**src/rtl/mac_dot_sequencer_pkg.sv**
```systemverilog
// Shared widths and state encoding for the mac_128 dot-product sequencer.
package mac_dot_sequencer_pkg;

    localparam int unsigned IN_WIDTH   = 16;
    localparam int unsigned COUNT_BITS = 7;
    localparam int unsigned ACC_WIDTH  = 2 * IN_WIDTH + COUNT_BITS;

    typedef enum logic [1:0] {
        IDLE  = 2'd0,
        RUN   = 2'd1,
        DRAIN = 2'd2,
        DONE  = 2'd3
    } state_t;

endpackage

```
**src/rtl/mac_dot_sequencer_if.sv**
```systemverilog
// Command, operand stream, MAC drive and result signals of the dot-product sequencer.
interface mac_dot_sequencer_if
    import mac_dot_sequencer_pkg::*;
    ();

    logic                  cmd_valid;
    logic                  cmd_ready;
    logic [COUNT_BITS-1:0] cmd_len;
    logic                  in_valid;
    logic                  in_ready;
    logic [IN_WIDTH-1:0]   in_a;
    logic [IN_WIDTH-1:0]   in_b;
    logic [IN_WIDTH-1:0]   mac_a;
    logic [IN_WIDTH-1:0]   mac_b;
    logic                  mac_acc_rst;
    logic [ACC_WIDTH-1:0]  mac_acc;
    logic                  out_valid;
    logic                  out_ready;
    logic [ACC_WIDTH-1:0]  res_data;
    logic                  busy;

    modport master (
        input  cmd_valid, cmd_len, in_valid, in_a, in_b, mac_acc, out_ready,
        output cmd_ready, in_ready, mac_a, mac_b, mac_acc_rst, out_valid, res_data, busy
    );

    modport slave (
        output cmd_valid, cmd_len, in_valid, in_a, in_b, mac_acc, out_ready,
        input  cmd_ready, in_ready, mac_a, mac_b, mac_acc_rst, out_valid, res_data, busy
    );

endinterface

```
**src/rtl/mac_dot_sequencer.sv**
```systemverilog
// Feeds operand pairs into an always-accumulating MAC, zeroing bubbles, then
// waits out the MAC latency and presents the accumulated dot product.
module mac_dot_sequencer
    import mac_dot_sequencer_pkg::*;
#(
    parameter int unsigned MAC_LAT = 1
) (
    input  logic                clk,
    input  logic                rst,
    mac_dot_sequencer_if.master bus
);

    localparam int unsigned DRAIN_BITS = $clog2(MAC_LAT + 1) + 1;
    localparam logic [DRAIN_BITS-1:0] DRAIN_LAST = DRAIN_BITS'(MAC_LAT);

    state_t                state_q, state_d;
    logic [COUNT_BITS-1:0] count_q, count_d;
    logic [COUNT_BITS-1:0] len_q, len_d;
    logic [DRAIN_BITS-1:0] drain_q, drain_d;
    logic [IN_WIDTH-1:0]   a_q, a_d;
    logic [IN_WIDTH-1:0]   b_q, b_d;
    logic                  acc_rst_q, acc_rst_d;
    logic                  out_valid_q, out_valid_d;
    logic [ACC_WIDTH-1:0]  res_q, res_d;

    always_ff @(posedge clk or posedge rst) begin
        if (rst) begin
            state_q     <= IDLE;
            count_q     <= '0;
            len_q       <= '0;
            drain_q     <= '0;
            a_q         <= '0;
            b_q         <= '0;
            acc_rst_q   <= 1'b1;
            out_valid_q <= 1'b0;
            res_q       <= '0;
        end else begin
            state_q     <= state_d;
            count_q     <= count_d;
            len_q       <= len_d;
            drain_q     <= drain_d;
            a_q         <= a_d;
            b_q         <= b_d;
            acc_rst_q   <= acc_rst_d;
            out_valid_q <= out_valid_d;
            res_q       <= res_d;
        end
    end

    // Operands default to zero every cycle: the MAC adds a*b on every edge.
    always_comb begin
        state_d     = state_q;
        count_d     = count_q;
        len_d       = len_q;
        drain_d     = drain_q;
        a_d         = '0;
        b_d         = '0;
        acc_rst_d   = 1'b1;
        out_valid_d = out_valid_q;
        res_d       = res_q;
        unique case (state_q)
            IDLE: begin
                if (bus.cmd_valid) begin
                    len_d     = bus.cmd_len;
                    count_d   = '0;
                    acc_rst_d = 1'b0;
                    state_d   = RUN;
                end
            end
            RUN: begin
                acc_rst_d = 1'b0;
                if (bus.in_valid) begin
                    a_d     = bus.in_a;
                    b_d     = bus.in_b;
                    count_d = count_q + 1'b1;
                    if (count_q == len_q) begin
                        drain_d = '0;
                        state_d = DRAIN;
                    end
                end
            end
            DRAIN: begin
                acc_rst_d = 1'b0;
                if (drain_q == DRAIN_LAST) begin
                    res_d       = bus.mac_acc;
                    out_valid_d = 1'b1;
                    state_d     = DONE;
                end else begin
                    drain_d = drain_q + 1'b1;
                end
            end
            DONE: begin
                if (bus.out_ready) begin
                    out_valid_d = 1'b0;
                    state_d     = IDLE;
                end
            end
            default: state_d = IDLE;
        endcase
    end

    assign bus.cmd_ready   = (state_q == IDLE);
    assign bus.in_ready    = (state_q == RUN);
    assign bus.busy        = (state_q != IDLE);
    assign bus.mac_a       = a_q;
    assign bus.mac_b       = b_q;
    assign bus.mac_acc_rst = acc_rst_q;
    assign bus.out_valid   = out_valid_q;
    assign bus.res_data    = res_q;

endmodule

```
**src/flat_wrapper.sv**
```systemverilog
// flat-port wrapper written by rule: the top's interface ports become plain ports
module mac_dot_sequencer_flat import mac_dot_sequencer_pkg::*;
#(
    parameter int unsigned MAC_LAT = 1
)
  (clk, rst, bus_cmd_valid, bus_cmd_len, bus_in_valid, bus_in_a, bus_in_b, bus_mac_acc, bus_out_ready, bus_cmd_ready, bus_in_ready, bus_mac_a, bus_mac_b, bus_mac_acc_rst, bus_out_valid, bus_res_data, bus_busy);
  mac_dot_sequencer_if bus_i ();
  input  logic clk;
  input  logic rst;
  input wire logic [$bits(bus_i.cmd_valid)-1:0] bus_cmd_valid;
  input wire logic [$bits(bus_i.cmd_len)-1:0] bus_cmd_len;
  input wire logic [$bits(bus_i.in_valid)-1:0] bus_in_valid;
  input wire logic [$bits(bus_i.in_a)-1:0] bus_in_a;
  input wire logic [$bits(bus_i.in_b)-1:0] bus_in_b;
  input wire logic [$bits(bus_i.mac_acc)-1:0] bus_mac_acc;
  input wire logic [$bits(bus_i.out_ready)-1:0] bus_out_ready;
  output wire logic [$bits(bus_i.cmd_ready)-1:0] bus_cmd_ready;
  output wire logic [$bits(bus_i.in_ready)-1:0] bus_in_ready;
  output wire logic [$bits(bus_i.mac_a)-1:0] bus_mac_a;
  output wire logic [$bits(bus_i.mac_b)-1:0] bus_mac_b;
  output wire logic [$bits(bus_i.mac_acc_rst)-1:0] bus_mac_acc_rst;
  output wire logic [$bits(bus_i.out_valid)-1:0] bus_out_valid;
  output wire logic [$bits(bus_i.res_data)-1:0] bus_res_data;
  output wire logic [$bits(bus_i.busy)-1:0] bus_busy;
  assign bus_i.cmd_valid = bus_cmd_valid;
  assign bus_i.cmd_len = bus_cmd_len;
  assign bus_i.in_valid = bus_in_valid;
  assign bus_i.in_a = bus_in_a;
  assign bus_i.in_b = bus_in_b;
  assign bus_i.mac_acc = bus_mac_acc;
  assign bus_i.out_ready = bus_out_ready;
  assign bus_cmd_ready = bus_i.cmd_ready;
  assign bus_in_ready = bus_i.in_ready;
  assign bus_mac_a = bus_i.mac_a;
  assign bus_mac_b = bus_i.mac_b;
  assign bus_mac_acc_rst = bus_i.mac_acc_rst;
  assign bus_out_valid = bus_i.out_valid;
  assign bus_res_data = bus_i.res_data;
  assign bus_busy = bus_i.busy;
  mac_dot_sequencer #(.MAC_LAT(MAC_LAT)) u_core (.clk(clk), .rst(rst), .bus(bus_i));
endmodule
```
**config.mk**
```make
export PLATFORM = sky130hd
export DESIGN_NAME = mac_dot_sequencer_flat
export DESIGN_NICKNAME = d
export VERILOG_FILES = /design/src/rtl/mac_dot_sequencer_pkg.sv /design/src/rtl/mac_dot_sequencer_if.sv /design/src/rtl/mac_dot_sequencer.sv /design/src/flat_wrapper.sv
export SDC_FILE = /design/constraint.sdc
export NUM_CORES = 1
export LEC_CHECK = 0
export BUFFER_PORTS_ARGS = -buffer_cell sky130_fd_sc_hd__buf_2
export CAP_MARGIN = 20
export CORE_MARGIN = 2
export CORE_UTILIZATION = 35
export DETAILED_ROUTE_END_ITERATION = 10
export PLACE_DENSITY_LB_ADDON = 0.15
export SYNTH_ARGS = -nofsm -noshare
export SYNTH_HDL_FRONTEND = slang
export SYNTH_SLANG_ARGS = --single-unit
```
**constraint.sdc**
```tcl
create_clock -name clk -period 3.3 [get_ports clk]
set_input_delay 0 -clock clk [delete_from_list [all_inputs] [get_ports clk]]
set_output_delay 0 -clock clk [all_outputs]
set_load 0.01 [all_outputs]
```
# Word level (Yosys, flattened, before mapping)
# Cells that the tools add are included.
# Widths: inputs -> output; s select.
[classes]
eq_ne = 11
n_reduce_logical = 12
muxes = 22
add_sub_neg = 2
[op_table]
columns = ["op", "count"]
rows = [
  ["$mux 16", 4],
  ["$mux 2", 8],
  ["$mux 7", 2],
  ["$pmux 7 s2", 1],
  ["$ne 2x2->1 const B", 4],
  ["$pmux 2 s4", 1],
  ["$reduce_bool 2->1", 4],
  ["$add 7x1->7 const B", 1],
  ["$eq 7x7->1", 1],
  ["$reduce_and 3->1", 2],
  ["$reduce_and 5->1", 1],
  ["$eq 2x1->1 const B", 2],
  ["$eq 2x2->1 const B", 2],
  ["$ne 2x1->1 const B", 2],
  ["$pmux 1 s2", 2],
  ["$pmux 2 s2", 1],
  ["$reduce_and 2->1", 2],
  ["$reduce_and 4->1", 1],
  ["$mux 1", 3],
  ["$add 2x1->2 const B", 1],
  ["$logic_not 2->1", 1],
  ["$reduce_or 2->1", 1],
]
[totals]
in_bits = 83
output_inout_bits = 76
reg_bits = 91

# Depth between registers and ports, before layout
[logic_depth]
depth_word = 4
mapped_depth = 8
mapped_depth_nobuf = 7

# Least setup slack after synthesis
# Ideal clock, no wire load.
[synth_path]
kind = "reg-to-reg"
start = "reg u_core.state_q[1]"
end = "reg u_core.count_q[6]"
t_required_ns = 3.174
setup_ns = 0.126
synth_period_minus_slack_ns = 1.733
path_slack_ns = 1.567
path_stages_with_launch = 9
arrival_time_ns = 1.607
n_path_buf = 1
path_cell_list = "dfrtp_1 > inv_1 > ha_1 > buf_4 > mux2i_1 > nor4b_2 > nand3_1 > xor2_1 > nor2_1"
[synth_between]
elab_chain_len = 3
word_cells_on_any_way = 7
[synth_rtl]
columns = ["item", "line_no", "rtl"]
rows = [
  ["start, declared", "mac_dot_sequencer.sv:16", "state_t state_q, state_d;"],
  ["start signal, assigned", "mac_dot_sequencer.sv:38", "state_q <= state_d;"],
  ["$eq 2x1->1 (*)", "-", ""],
  ["via bus_in_ready", "flat_wrapper.sv:18", "output wire logic [$bits(bus_i.in_ready)-1:0] bus_in_ready;"],
  ["$ne 2x2->1 (no line) / $reduce_bool 2->1 (equally long branches)", "-", ""],
  ["$reduce_and 3->1 (no line)", "-", ""],
  ["end signal, assigned", "mac_dot_sequencer.sv:39", "count_q <= count_d;"],
  ["end, declared", "mac_dot_sequencer.sv:17", "logic [COUNT_BITS-1:0] count_q, count_d;"],
]
# The timed path passes the listed nets; every way through them passes the cells marked *.
# A chain may end at the register's enable or synchronous reset.

# Final worst setup path
[layout_path]
start = "reg u_core.state_q[1]"
end = "reg u_core.count_q[5]"
[layout_between]
elab_chain_len = 3
word_cells_on_any_way = 7
[layout_rtl]
columns = ["item", "line_no", "rtl"]
rows = [
  ["$eq 2x1->1 / $logic_not 2->1 (equally long branches)", "mac_dot_sequencer.sv:61", "unique case (state_q)"],
  ["$ne 2x2->1 (no line) / $reduce_bool 2->1 (equally long branches)", "-", ""],
  ["$reduce_and 3->1 (no line)", "-", ""],
]
# Parallel ways exist; a longest one is shown, timed or not.

==> results.py <==
metrics = {
    "run_status": {
        "status": "finished clean",
    },
    "setup_path": {
        "cp_data_required_time_ns": 3.54,
        "crit_type": "reg2reg",
        "cp_top_family": "simple AND/OR/NAND/NOR gates",
        "cp.depth": 7,
        "worstPathCellList": "inv_1, ha_1, mux2i_1, nor4b_2, nand3_1, xor2_1, nor2_1",
        "cp.arrival_ns": 2.42,
        "cpPeakStageDelay_ns": 0.55,
        "path_buf_inv": 1,
        "critical_path_peak_fanout": 17,
        "reg2reg_depth": 7,
        "rrSetupSlack_ns": 1.12,
        "critPathLaunchType": "flop",
        "crit_slowest_cell": "ha_1",
        "crit_path_end_kind": "flop",
    },
    "power_and_ir_drop": {
        "pwr_density_cell_mw_per_mm2": 733,
        "max-vdd-ir-drop_mv": 0.252,
        "leakagePower_uw": 0.00287,
        "total_power_uw": 4060,
    },
    "timing": {
        "max_clock_freq_mhz": 459,
        "layout_min_cycle_time_ns": 2.18,
        "rsz0062_at_grt": "false",
        "worst_slew_pin_slew_ns": 0.697,
        "final_hold_viol_count": 0,
        "min_period_over_period_pct": 66.1,
        "maxSlewViolCount": 0,
        "worst_slack_ns": 1.12,
        "tns_ns": 0,
        "hold_ws_ns": 0.0658,
        "fin_worst_skew_ns": 0.00708,
        "relSlewSlack_pct": 53.5,
        "setup_viol": 0,
    },
    "grt": {
        "grt_max_degree": 42,
        "grt.overflow.total": 0,
        "antenna_found_initial": 0,
        "grt_pass1_wl_mm": 14.1,
        "grt_pass1_vias": 2923,
        "grt.total_usage_pct": 16.2,
    },
    "clock_tree": {
        "insertion_delay_ns": 0.36,
        "htree_num_levels": 3,
        "root_buffer": "clkbuf_8",
        "clockBufferDepth": 2,
        "cts_inserted_buffers": 9,
        "cts_resized": 0,
        "cts_sinks": 91,
        "clk_pin_slew_worst_paths_ns": 0.08,
        "cts_setup_buffers": 0,
        "tritoncts": "yes",
    },
    "route": {
        "first_iter_violations": 117,
        "ant_nets": 0,
        "wirelength_mm": 8.69,
        "drcViolationCount": 0,
        "vias": 2839,
        "wl_per_cell_um": 13.6,
        "viasPerCell": 4.44,
        "dr.pass1.iters": 4,
    },
    "synth": {
        "synth.distinct_cells": 27,
        "synth_compound_area_share_pct": 2.78,
        "synth_top_area_cell": "dfrtp_1",
        "synthXorXnorAreaFrac_pct": 2.68,
        "synthSimpleGateAreaFrac_pct": 9.66,
        "synth_area_mm2": 0.00360,
        "ys_warn_count": 0,
        "yosys.area_share.adder_pct": 2.43,
        "synth_top_area_share_pct": 62.6,
        "synth.area.top_cells": "dfrtp_1 63%, mux2_2 15%, and3_1 5.6%",
        "syn-num-nets": 350,
        "synthCells": 260,
        "synth_seq_cells": 91,
        "syn_area_per_cell_um2": 13.8,
        "synthMuxAreaShare_pct": 16.7,
        "synth_top_family_by_area": "multiplexers",
        "synth_seq_area_share_pct": 63.3,
    },
    "floorplan": {
        "pin_count": 159,
        "die_h_um": 105,
        "initial_utilization_pct": 35.5,
        "fp-row-count": 37,
        "design.core.area_mm2": 0.0101,
        "die-area_mm2": 0.0111,
        "dieWidth_um": 105,
    },
    "placed_design": {
        "place_inst": 545,
        "pre_cts_ws_ns": 1.18,
        "place_hpwl_mm": 5.61,
        "routabilityCongestion": 0.732,
        "io_buffers": 158,
    },
    "layout": {
        "area_delta_synth_final_pct": 53.8,
        "seq_area_mm2": 0.00228,
        "fin_cells": 639,
        "multi_input_area_mm2": 0.00124,
        "nets": 590,
        "drive_above_1_share_pct": 46.1,
        "antenna_cells": 0,
        "fill_cells": 876,
    },
    "worst_hold_path": {
        "hold_class": "in2reg",
        "min_path_cells": 4,
    },
    "flow_run": {
        "cap_violations": 0,
    },
}
[layout by cell type, fill, tap and decap left out]
cell           Yosys  final
ha_1               7      7
inv_1              8      7
o21a_1             1      1
o21ai_1            1      1
buf_2              4    158
o21ai_0            6      6
mux2i_1            5      5
a21boi_0           1      1
a21oi_1            2      2
nand3_1            5      5
nand4_1            2      2
a21bo_2            1      1
nor2_1             8      8
and3_1            32     32
nand2_1            9      8
o211ai_1           1      1
and2b_4            1      1
dlygate4sd3_1      0     80
buf_4              1      4
dfrtp_1           90     90
xnor2_1            9      9
clkbuf_8           0     12
nand2b_1           1      1
bufinv_16          0      1
mux2_2            49     49
clkinv_2           0      2
nor4b_2            2      2
xor2_1             2      2
a22oi_1            3      3
nand2_2            0      1
dfstp_2            1      1
[per-layer routing]
| metal | GRT usage, % | vias up | routed length, um | share of wire, % |
|---|---|---|---|---|
| met3 | 3.59 | 16 | 549 | 6.3 |
| met1 | 20.1 | 1350 | 3790 | 44 |
| met2 | 26.4 | 101 | 4140 | 48 |
| met5 | 0 | - | 0 | 0 |
| li1 | - | 1372 | - | - |
| met4 | 8.67 | 0 | 212 | 2.4 |
[worst register-to-register path, cell delays in order (launching register included)]
cell and delay [ns]:
dfrtp_1 0.42, inv_1 0.11, ha_1 0.55, mux2i_1 0.23, nor4b_2 0.41, nand3_1 0.14, xor2_1 0.16, nor2_1 0.06
[path summary, 6_finish.rpt]
kind / to / startpoint
min in group asynchronous: u_core.bus.res_data[25] / rst
min reg2reg: u_core.bus.res_data[7] / u_core.bus.res_data[7]
max reg2reg: u_core.count_q[5] / u_core.state_q[1]
max in group asynchronous: u_core.bus.mac_a[1] / rst
min: u_core.count_q[2] / bus_cmd_valid
max: u_core.count_q[5] / u_core.state_q[1]
[final cells by class]
class | count | share of cell area, %
Tap cell | 136 | 3.07
Clock buffer | 12 | 2.98
Multi-Input combinational cell | 148 | 22.3
Sequential cell | 91 | 41.1
Timing Repair Buffer | 242 | 29.3
Inverter | 8 | 0.565
Clock inverter | 2 | 0.633
[metrics by stage]
stage	util (%)	area (um2)
final	54.6	5540
after CTS	54.6	5540
after global routing	54.6	5540
after detailed placement	44.7	4540
after global placement	44.7	4540
after floorplan	-	3600
[cells in the mapped netlist]
cell type	n
dfrtp_1	90
mux2_2	49
and3_1	32
nand2_1	9
xnor2_1	9
clkbuf_1	8
inv_1	8
nor2_1	8
ha_1	7
o21ai_0	6
mux2i_1	5
nand3_1	5
buf_2	4
a22oi_1	3
a21oi_1	2
nand4_1	2
nor4b_2	2
xor2_1	2
a21bo_2	1
a21boi_0	1
and2b_4	1
buf_4	1
dfstp_2	1
nand2b_1	1
o211ai_1	1
o21a_1	1
o21ai_1	1
[state kept, by name, summed over array words and instances (netlist names)]
signal / cells
u_core.count_q: 7
u_core.bus.mac_b: 16
u_core.bus.mac_acc_rst: 1
u_core.state_q: 2
u_core.len_q: 7
u_core.bus.res_data: 39
u_core.bus.mac_a: 16
u_core.drain_q: 2
u_core.bus.out_valid: 1
[power breakdown]
part / internal (uW) / total [uW] / switching [uW]
Clock: 403 / 767 / 365
Combinational: 819 / 1570 / 752
Sequential: 1520 / 1720 / 202
Total: 2740 / 4060 / 1320
[logic make-up after synthesis]
family,count (synthesis)
AOI/OAI and AO/OA,16
xor gates and xnor gates,11
adders and majority gates,7
buffers and inverters,21
DFF,91
muxes,54
and+or+nand+nor,60
[repair_timing]
action | CTS | global route
endpoints found under the hold margin | 117 | 0
hold buffers | 80 | 0
setup endpoints to repair | 0 | 0
No activity file was read; power rests on OpenSTA's default activity.
